===== config.mk =====
export PLATFORM = sky130hd
export DESIGN_NAME = rgb_code_encoder
export DESIGN_NICKNAME = d
export VERILOG_FILES = /design/src/rtl/rgb_code_encoder.sv
export SDC_FILE = /design/constraint.sdc
export NUM_CORES = 1
export LEC_CHECK = 0
export ABC_AREA = 1
export BUFFER_PORTS_ARGS = -buffer_cell sky130_fd_sc_hd__buf_2
export CAP_MARGIN = 25
export CORE_MARGIN = 5
export CORE_UTILIZATION = 43
export DETAILED_ROUTE_END_ITERATION = 10
export PLACE_DENSITY = 0.68
export REMOVE_ABC_BUFFERS = 1
export SLEW_MARGIN = 20
export SYNTH_ARGS = -nofsm -noshare
export SYNTH_HDL_FRONTEND = slang
export SYNTH_SLANG_ARGS = --single-unit
export TNS_END_PERCENT = 50

===== constraint.sdc =====
create_clock -name clk -period 4.2 [get_ports clk]
set_input_delay 0.84 -clock clk [delete_from_list [all_inputs] [get_ports clk]]
set_output_delay 0.84 -clock clk [all_outputs]
set_load 0.01 [all_outputs]

===== src/rtl/rgb_code_encoder.sv =====
// rgb_code_encoder: debounced push buttons edit a 3-bit RGB code (clear > load > inc > dec).
// Define RGB_ENC_REPEAT_EN to enable auto-repeat of the increment button while held.
module rgb_code_encoder #(
   parameter int DEBOUNCE_CYCLES = 1000000,
   parameter int REPEAT_CYCLES   = 62500000
) (
   input  logic       clk,
   input  logic       rst,
   input  logic [3:0] btn,
   input  logic [1:0] sw,
   output logic [2:0] code,
   output logic       code_valid
);
   localparam int DW = $clog2(DEBOUNCE_CYCLES);
   if (DEBOUNCE_CYCLES < 2) begin : g_bad_debounce
      $error("DEBOUNCE_CYCLES must be at least 2");
   end
   if (REPEAT_CYCLES < 1) begin : g_bad_repeat
      $error("REPEAT_CYCLES must be at least 1");
   end
   logic [3:0]    btn_s1_q, btn_s1_d, btn_s2_q, btn_s2_d;
   logic [1:0]    sw_s1_q, sw_s1_d, sw_s2_q, sw_s2_d;
   logic [3:0]    db_q, db_d, prev_q, prev_d;
   logic [DW-1:0] cnt_q [4];
   logic [DW-1:0] cnt_d [4];
   logic [3:0]    ev;
   logic [2:0]    code_q, code_d;
   logic          valid_q, valid_d;
   always_comb begin
      btn_s1_d = btn;
      btn_s2_d = btn_s1_q;
      sw_s1_d  = sw;
      sw_s2_d  = sw_s1_q;
      prev_d   = db_q;
      db_d     = db_q;
      // the level flips on the edge the count would reach DEBOUNCE_CYCLES
      for (int i = 0; i < 4; i++) begin
         cnt_d[i] = '0;
         if (btn_s2_q[i] != db_q[i]) begin
            if (cnt_q[i] == DW'(DEBOUNCE_CYCLES - 1)) db_d[i] = btn_s2_q[i];
            else cnt_d[i] = cnt_q[i] + 1'b1;
         end
      end
   end
`ifdef RGB_ENC_REPEAT_EN
   localparam int RW = $clog2(REPEAT_CYCLES + 1);
   logic [RW-1:0] rpt_q, rpt_d;
   logic          rep;
   // counter holds cycles since the press (or last repeat) while btn[0] stays down
   always_comb begin
      rep   = db_q[0] && (rpt_q == RW'(REPEAT_CYCLES));
      rpt_d = !db_q[0] ? '0 : rep ? RW'(1) : rpt_q + 1'b1;
   end
   always_ff @(posedge clk or posedge rst) begin
      if (rst) rpt_q <= '0;
      else rpt_q <= rpt_d;
   end
   assign ev = (db_q & ~prev_q) | {3'b000, rep};
`else
   assign ev = db_q & ~prev_q;
`endif
   always_comb begin
      code_d  = ev[3] ? 3'b000 :
                ev[2] ? {sw_s2_q, code_q[0]} :
                ev[0] ? code_q + 3'd1 :
                ev[1] ? code_q - 3'd1 : code_q;
      valid_d = |ev;
   end
   always_ff @(posedge clk or posedge rst) begin
      if (rst) begin
         btn_s1_q <= '0;
         btn_s2_q <= '0;
         sw_s1_q  <= '0;
         sw_s2_q  <= '0;
         db_q     <= '0;
         prev_q   <= '0;
         code_q   <= '0;
         valid_q  <= 1'b0;
         for (int i = 0; i < 4; i++) cnt_q[i] <= '0;
      end else begin
         btn_s1_q <= btn_s1_d;
         btn_s2_q <= btn_s2_d;
         sw_s1_q  <= sw_s1_d;
         sw_s2_q  <= sw_s2_d;
         db_q     <= db_d;
         prev_q   <= prev_d;
         code_q   <= code_d;
         valid_q  <= valid_d;
         for (int i = 0; i < 4; i++) cnt_q[i] <= cnt_d[i];
      end
   end
   assign code       = code_q;
   assign code_valid = valid_q;
endmodule

## Word-level counts from Yosys, hierarchy flattened

Index checks and enable logic that the tools add are counted.

- Output and inout bits: 4
- Bits in registers: 104
- Logic and storage cells: 53
- Bits of input ports: 8

- Equality and inequality tests: 9
- Mux-type cells: 12
- Add/sub/neg operators: 6
- Reduce and logical (&&, ||, !) cells: 8
- Bitwise gates (word level): 2

Operator list:

| operator | number |
|---|---|
| 20-bit 2-to-1 mux | 8 |
| 20-bit by 1-bit adder with 20-bit output, second input constant | 4 |
| 20-bit == test, second input constant | 4 |
| 3-bit 2-to-1 mux | 4 |
| 2-bit AND reduction | 5 |
| 4-bit AND | 1 |
| 1-bit inequality test | 4 |
| 4-bit inverter | 1 |
| 4-bit nonzero test | 1 |
| 4-bit OR reduction | 1 |
| 3-bit by 1-bit adder with 3-bit output, second input constant | 1 |
| 3-bit nonzero test | 1 |
| 3-bit by 1-bit subtractor with 3-bit output, second input constant | 1 |
| 2-bit by 1-bit inequality test with 1-bit output, second input constant | 1 |

## Logic depth before layout (Yosys ltp)

Gate-level depths: netlist of run 1.

- Depth in word-level cells: 6
- Mapped depth: 9
- Mapped depth without buffers: 9

## Worst setup path before layout of run 1

OpenSTA, ideal clock, no wires.

- Path type: reg-to-reg
- Start: register code_q[0], in the netlist code[0]
- End: register code_q[2], in the netlist code[2]
- Required time: 4,083 ps
- Stages on the path, launching flop included: 7
- Slack: 2,749 ps
- Arrival time: 1,334 ps
- Path buffers: 0
- Setup time: 117 ps
- Clock period less this slack: 1,451 ps
- Path through: dfrtp_1 -> fa_1 -> xnor2_1 -> xor2_1 -> nand2_1 -> nand2_1 -> nand2_1

- Cells in the longest elaborated chain, start to end: 5
- Elaborated cells between the ends (all ways): 6
- Classes of those cells: 2 x add/sub; 4 x mux

RTL lines:

| item | RTL line | text |
|---|---|---|
| start, declared | 27 | `logic [2:0] code_q, code_d;` |
| start signal, assigned | 87 | `code_q <= code_d;` |
| 3-bit by 1-bit subtractor with 3-bit output | 66 | `ev[1] ? code_q - 3'd1 : code_q;` |
| 3-bit 2-to-1 mux | 66 |  |
| 3-bit 2-to-1 mux (*) | 65 | `ev[0] ? code_q + 3'd1 :` |
| 3-bit 2-to-1 mux (*) | 64 | `ev[2] ? {sw_s2_q, code_q[0]} :` |
| 3-bit 2-to-1 mux (*) | 63 | `code_d = ev[3] ? 3'b000 :` |

Every way passes the cells marked *; elsewhere a longest branch is shown, timed or not. The select of a mux whose other input is x is not followed.
A chain may end at the register's enable or synchronous reset.

## Final worst setup path of run 1

- Start: register code_q[0], in the netlist code[0]
- End: output code[0]

RTL lines:

| item | RTL line | text |
|---|---|---|
| end, declared | 11 | `output logic [2:0] code,` |

No word-level cell between the ends.

==> run_results.csv, run 1 <==
group,metric,value,unit
status,status,"finished, final reports clean",
die,pin_count,12,
synth,synth_seq_cells,104,
place,port_buffers,11,
timing,worst_slack,2.407,ns
timing,final_max_slew_viol_count,0,
grt,antenna_found_initial,0,
synth,yosysUniqueCellTypes,31,
die,rows,40,
cts,clk_latency,0.34,ns
timing,tns,0,ns
worst_setup_path,cp.arrival,0.95,ns
job,max-cap-violations,0,
synth,yosys_warnings,0,
worst_hold_path,min_path_cells,0,
worst_setup_path,cp.required,3.36,ns
route,dr.pass1.iters,5,
worst_setup_path,crit_fanout,4,
route,num_vias,3966,
route,detail_route.wl_per_cell,11.51,um
cts,holdBufCountCts,0,
route,drc,0,
timing,hold_violations,0,
route,drt_wl_total,9659,um
route,ant_nets,0,
die,initial_core_util,44.10,%
cts,cts_resized,0,
cts,cts-root-buf,"clkbuf_16",
power,peakVddDrop,206.5,uV
timing,rsz0062_at_grt,"false",
route,viasPerCell,4.727,
cts,clock_sinks,104,
timing,worst_pin_slew,0.8146,ns
worst_hold_path,min_path_type,"reg2reg",
cts,cts_buffers,9,
timing,setup_viol,0,
grt,grt_usage,14.69,%
finish,nFillCells,1161,
route,dr.first_iter.drc_count,260,
finish,drive_gt1_share,12.97,%
synth,yosysSeqAreaShare,48.93,%
die,die_h,121.2,um
cts,cts_tree,"yes",
die,die_area,14690,sq um
cts,htree_num_levels,3,
place,hpwlAfterDp,7173,um
synth,avgSynthCellArea,8.272,sq um
die,coreArea,12060,sq um
finish,area_growth,11.15,%
worst_setup_path,cp_slowest_cell,"dfrtp_1",
power,finalPower,1964,uW
worst_setup_path,max_stage_delay,0.44,ns
worst_setup_path,worstPathCellList,"buf_2",
cts,cts.path.max_buffers,2,
cts,post_cts_buffers,0,
place,gp_congestion,0.9108,
timing,fmaxAchievable,557.7,MHz
grt,grt_max_degree,66,
power,cellLeakagePower,0.002626,uW
grt,grt_pass1_wl,17790,um
timing,clock_skew,0.005524,ns
worst_setup_path,path_delay_family,"flip-flops",
timing,period_needed,1.793,ns
synth,syn_area,5319,sq um
power,power.density,332.2,nW/um^2
finish,finalNetCount,680,
timing,maxSlewHeadroom,45.69,%
finish,fin_util,49.01,%
place,pre_cts_slack,2.256,ns
finish,antennaDiodeCount,0,
worst_setup_path,worst-path-stages,1,
worst_setup_path,start_kind,"flop",
grt,grt_pass1_vias,4146,
worst_setup_path,critPathKind,"reg2out",
cts,clk_pin_slew_worst_paths,0.06,ns
worst_setup_path,crit_buf_inv,1,
worst_setup_path,endpoint_kind,"primary output",
die,chipWidth,121.2,um
grt,overflow,0,
worst_setup_path,r2r_cells,8,
synth,synthCells,643,
timing,post-route-period-util,42.70,%
## per-layer routing
| layer | vias up | global-route usage, % | routed length (um) |
|---|---|---|---|
| li1 | 2044 | - | - |
| met1 | 1868 | 18.44 | 4700 |
| met2 | 41 | 25.46 | 4608 |
| met3 | 13 | 3.170 | 223 |
| met4 | 0 | 4.342 | 127 |
| met5 | - | 0 | 0 |
## state kept, by name, summed over array words and instances (netlist names)
signal and count:
prev_q 4, btn_s1_q 4, code_valid 1, btn_s2_q 4, db_q 4, sw_s2_q 2, sw_s1_q 2, cnt_q 80
code 3
## cell families (layout without fill, tap and decap cells)
group,after synthesis,in the layout,synth area share [%]
DFF,104,104,48.93
buffers and inverters,68,96,4.846
and+or+nand+nor,400,400,35.38
adders and majority gates,5,5,1.317
muxes,1,1,0.1882
AOI/OAI and AO/OA,20,20,1.929
xor gates and xnor gates,45,45,7.410
## synthesized netlist by cell type
cell      number  share of area (%)
and3b_1        1               0.16
nand4_1       11                1.3
a31oi_1        1               0.12
nand3b_2       1               0.21
xnor2_1       11                1.8
dfrtp_1      104                 49
inv_4          1               0.12
inv_2          4               0.28
nand3_2        7                1.3
a21oi_1       12                1.1
fa_1           1               0.38
inv_1         63                4.4
o21ai_0        5               0.47
nor2_4         9                1.9
nor2_1       151                 11
nor3b_1        4               0.56
xor2_1        34                5.6
nor2_2        16                1.9
nand3b_1       2               0.28
nand2_2       10                1.2
nor3_2         3               0.56
nand2_4        5                1.1
mux2i_1        1               0.19
ha_1           4               0.94
nand3_1       37                3.5
nor3_4         2               0.61
nand2_1      131                9.2
nor3_1         9               0.85
o21ai_1        1              0.094
o22ai_1        1               0.12
or2_2          1               0.12
## report_power, final
part,total [uW],internal [uW],switching [uW]
Sequential,1030,1020,10.4
Combinational,63.9,16.1,47.8
Clock,873,520,353
## area by class of cell
type	count	area, sq um	share of cell area, %
well taps	168	210.2	3.556
inverters	68	260.3	4.402
repair buffers	13	70.07	1.185
flip-flops and latches	104	2603	44.02
clock buffers	10	229.0	3.873
clock inverters	5	81.33	1.376
multi-input cells	471	2459	41.59
## through the flow
stage / instance area [sq um] / std cells / hold WS, ns
after floorplan: 5319 / 643 / 0.3312
after global placement: 5602 / 824 / 0.3369
after detailed placement: 5602 / 824 / 0.3364
after CTS: 5912 / 839 / 0.3516
after global routing: 5912 / 839 / 0.3565
final: 5912 / 839 / 0.3493
## final timing paths
check,slack [ns],to,from
min reg2reg,0.35,sw_s2_q[0]$_DFF_PP0_,sw_s1_q[0]$_DFF_PP0_
max reg2reg,2.64,cnt_q[79]$_DFF_PP0_,cnt_q[60]$_DFF_PP0_
max in group asynchronous,2.68,cnt_q[78]$_DFF_PP0_,rst
min,0.35,sw_s2_q[0]$_DFF_PP0_,sw_s1_q[0]$_DFF_PP0_
max,2.41,code[0],code[0]$_DFFE_PP0P_
min in group asynchronous,0.66,cnt_q[47]$_DFF_PP0_,rst
## cells in the final DEF (no fill, tap or decap), drive strengths merged
master,netlist,layout
o22ai,1,1
mux2i,1,1
clkbuf,0,10
nor2,176,176
nor3,14,14
nor3b,4,4
clkinvlp,0,1
nand4,11,11
inv,68,69
nand3,44,44
ha,4,4
nand2,146,146
buf,0,13
a31oi,1,1
or2,1,1
a21oi,12,12
fa,1,1
o21ai,6,6
xor2,34,34
nand3b,3,3
bufinv,0,2
and3b,1,1
xnor2,11,11
clkinv,0,1
dfrtp,104,104
Note: power is estimated with default switching activity, not from simulation.
==> inputs of run 2 (changes only) <==
- PLACE_DENSITY: 0.68 -> 0.71
- clock period: 4.2 -> 1.6 ns (I/O delays scaled with it)
==> run 2 against run 1 <==
  * Critical path depth rose by 7
  * Die area did not move
  * Wire length rose by 1.4%
  * Critical endpoint is now cnt_q[76]$_DFF_PP0_
  * Largest power group unchanged
==> run_results.csv, run 2 (synthesis results as in run 1) <==
group,metric,value,unit
status,status,"finished, final reports clean",
die,coreArea,12060,sq um
finish,nFillCells,1113,
worst_setup_path,cp_slowest_cell,"dfrtp_1",
grt,grt_usage,14.65,%
grt,grt_max_degree,59,
timing,rsz0062_at_grt,"true",
route,num_vias,4002,
worst_hold_path,min_path_type,"in2async",
power,p_clk_share,43.8,%
worst_setup_path,crit_start,"cnt_q[60]$_DFF_PP0_",
power,share_seq_of_total_power,52.5,%
job,max-cap-violations,0,
place,gp_congestion,0.8913,
place,port_buffers,11,
finish,largest_register,"cnt_q",
worst_setup_path,r2r-start,"cnt_q[60]$_DFF_PP0_",
cts,cts-root-buf,"clkbuf_16",
finish,final_common_cell,"nor2_1",
worst_setup_path,start_kind,"flop",
grt,top_usage_layer,"met2",
finish,largest_reg_flops,80,
finish,layout_common_cells,"151 x nor2_1, 130 x nand2_1, 104 x dfrtp_1, 62 x inv_1, 36 x nand3_1",
grt,grt_use_met1,18.96,%
power,cellLeakagePower,0.002701,uW
cts,clk_pin_slew_worst_paths,0.07,ns
route,drc,0,
route,dr.first_iter.drc_count,181,
worst_setup_path,critPathKind,"reg2reg",
place,pre_cts_slack,0.04171,ns
die,initial_core_util,44.10,%
finish,seqCellArea,2603,sq um
worst_setup_path,cp.required,1.84,ns
grt,grt_pass1_wl,17500,um
finish,finalNetCount,689,
cts,htree_num_levels,3,
worst_setup_path,cp.arrival,1.72,ns
worst_setup_path,endpoint_kind,"flop",
cts,clock_sinks,104,
power,p_switching,1167,uW
timing,fmaxAchievable,678.3,MHz
power,power.density,846.8,nW/um^2
cts,cts_tree,"yes",
worst_setup_path,crit_fanout,4,
worst_setup_path,worstPathCellList,"ha_1 -> nand2_2 -> nor2_2 -> nand3_1 -> nor2_4 -> nand3_1 -> nand2_1 -> nor2_1",
grt,grt_use_met2,24.14,%
route,dr.pass1.iters,4,
power,comb_power_share,3.7,%
die,chipWidth,121.2,um
timing,hold_violations,0,
timing,worst_slack,0.1257,ns
power,peakVddDrop,1027,uV
die,rows,40,
finish,area_growth,13.86,%
grt,met3_usage,3.030,%
cts,clk_latency,0.35,ns
timing,setup_viol,0,
grt,antenna_found_initial,0,
route,ant_nets,0,
finish,multi_input_area,2502,sq um
die,die_area,14690,sq um
worst_setup_path,crit_top_cell,"nand3_1",
place,hpwlAfterDp,6991,um
timing,final_max_slew_viol_count,0,
cts,cts.path.max_buffers,2,
die,die_h,121.2,um
grt,overflow,0,
worst_setup_path,max_stage_delay,0.37,ns
timing,worst_pin_slew,0.3318,ns
cts,holdBufCountCts,0,
power,swShare,22.75,%
die,pin_count,12,
cts,cts_buffers,9,
timing,maxSlewHeadroom,77.81,%
timing,clock_skew,0.008940,ns
finish,drive_gt1_share,14.98,%
timing,post-route-period-util,92.14,%
route,viasPerCell,4.714,
finish,antennaDiodeCount,0,
finish,fin_util,50.21,%
route,detail_route.wl_per_cell,11.54,um
route,drt_wl_total,9796,um
power,p_int,3961,uW
timing,period_needed,1.474,ns
grt,grt_pass1_vias,3957,
[run 2: changes by cell type in the layout (fill, tap and decap cells not counted), sizes merged]
cell	change
bufinv	-1
clkinv	+2
clkbuf	-1
inv	+1
buf	+9
[run 2: repair_timing]
| action | in CTS | in global routing |
|---|---|---|
| setup buffers | 0 | 7 |
| setup endpoints to repair | 0 | 20 |
| resized for setup | 0 | 10 |
[run 2: layer usage]
| layer | vias to the layer above | part of all wire (%) |
|---|---|---|
| li1 | 2068 | - |
| met4 | 0 | 1.3 |
| met2 | 39 | 48 |
| met5 | - | 0 |
| met3 | 10 | 3.8 |
| met1 | 1885 | 47 |
[run 2: final timing paths]
check                                   endpoint  slack, ns  cells past startpoint
hold / removal               cnt_q[75]$_DFF_PP0_       0.02                      3
setup reg to reg             cnt_q[76]$_DFF_PP0_       0.13                      8
max in group asynchronous     cnt_q[2]$_DFF_PP0_       1.31                      3
min in group clk           btn_s1_q[0]$_DFF_PP0_       0.07                      1
setup / recovery             cnt_q[76]$_DFF_PP0_       0.13                      8
hold reg to reg             sw_s2_q[0]$_DFF_PP0_       0.35                      0
[run 2: area by class of cell]
cell class,count,share of cell area [%]
sequential,104,42.98
inverter,68,4.298
timing repair buffer,22,2.893
clock inverter,7,1.322
multi-input combinational,471,41.32
tap,168,3.471
clock buffer,9,3.719
[run 2: through the flow]
step           TNS [ns]  area [sq um]  std cells  hold slack [ns]  power (uW)
2_1_floorplan   -151.03          5319        643           0.3312        2861
3_3_place_gp          0          5642        826           0.3353        2916
3_5_place_dp          0          5642        826           0.3379        2925
6_report              0          6056        849          0.01782        5128
5_1_grt        -0.03757          6056        849          0.04411        5335
4_1_cts               0          5947        842          0.02815        5178
[run 2: power by group through the flow]
stage	Clock, uW	Combinational [uW]	Sequential [uW]
2_1_floorplan	0	122	2740
3_3_place_gp	0	174	2740
3_5_place_dp	0	180	2740
4_1_cts	2300	182	2690
5_1_grt	2410	227	2700
6_report	2240	191	2690
[run 2: critical path, delay by kind of cell, from the launching register on]
kind                       cells  cell delay (ns)
and+or+nand+nor                7             0.78
adders and majority gates      1             0.21
DFF                            1             0.37
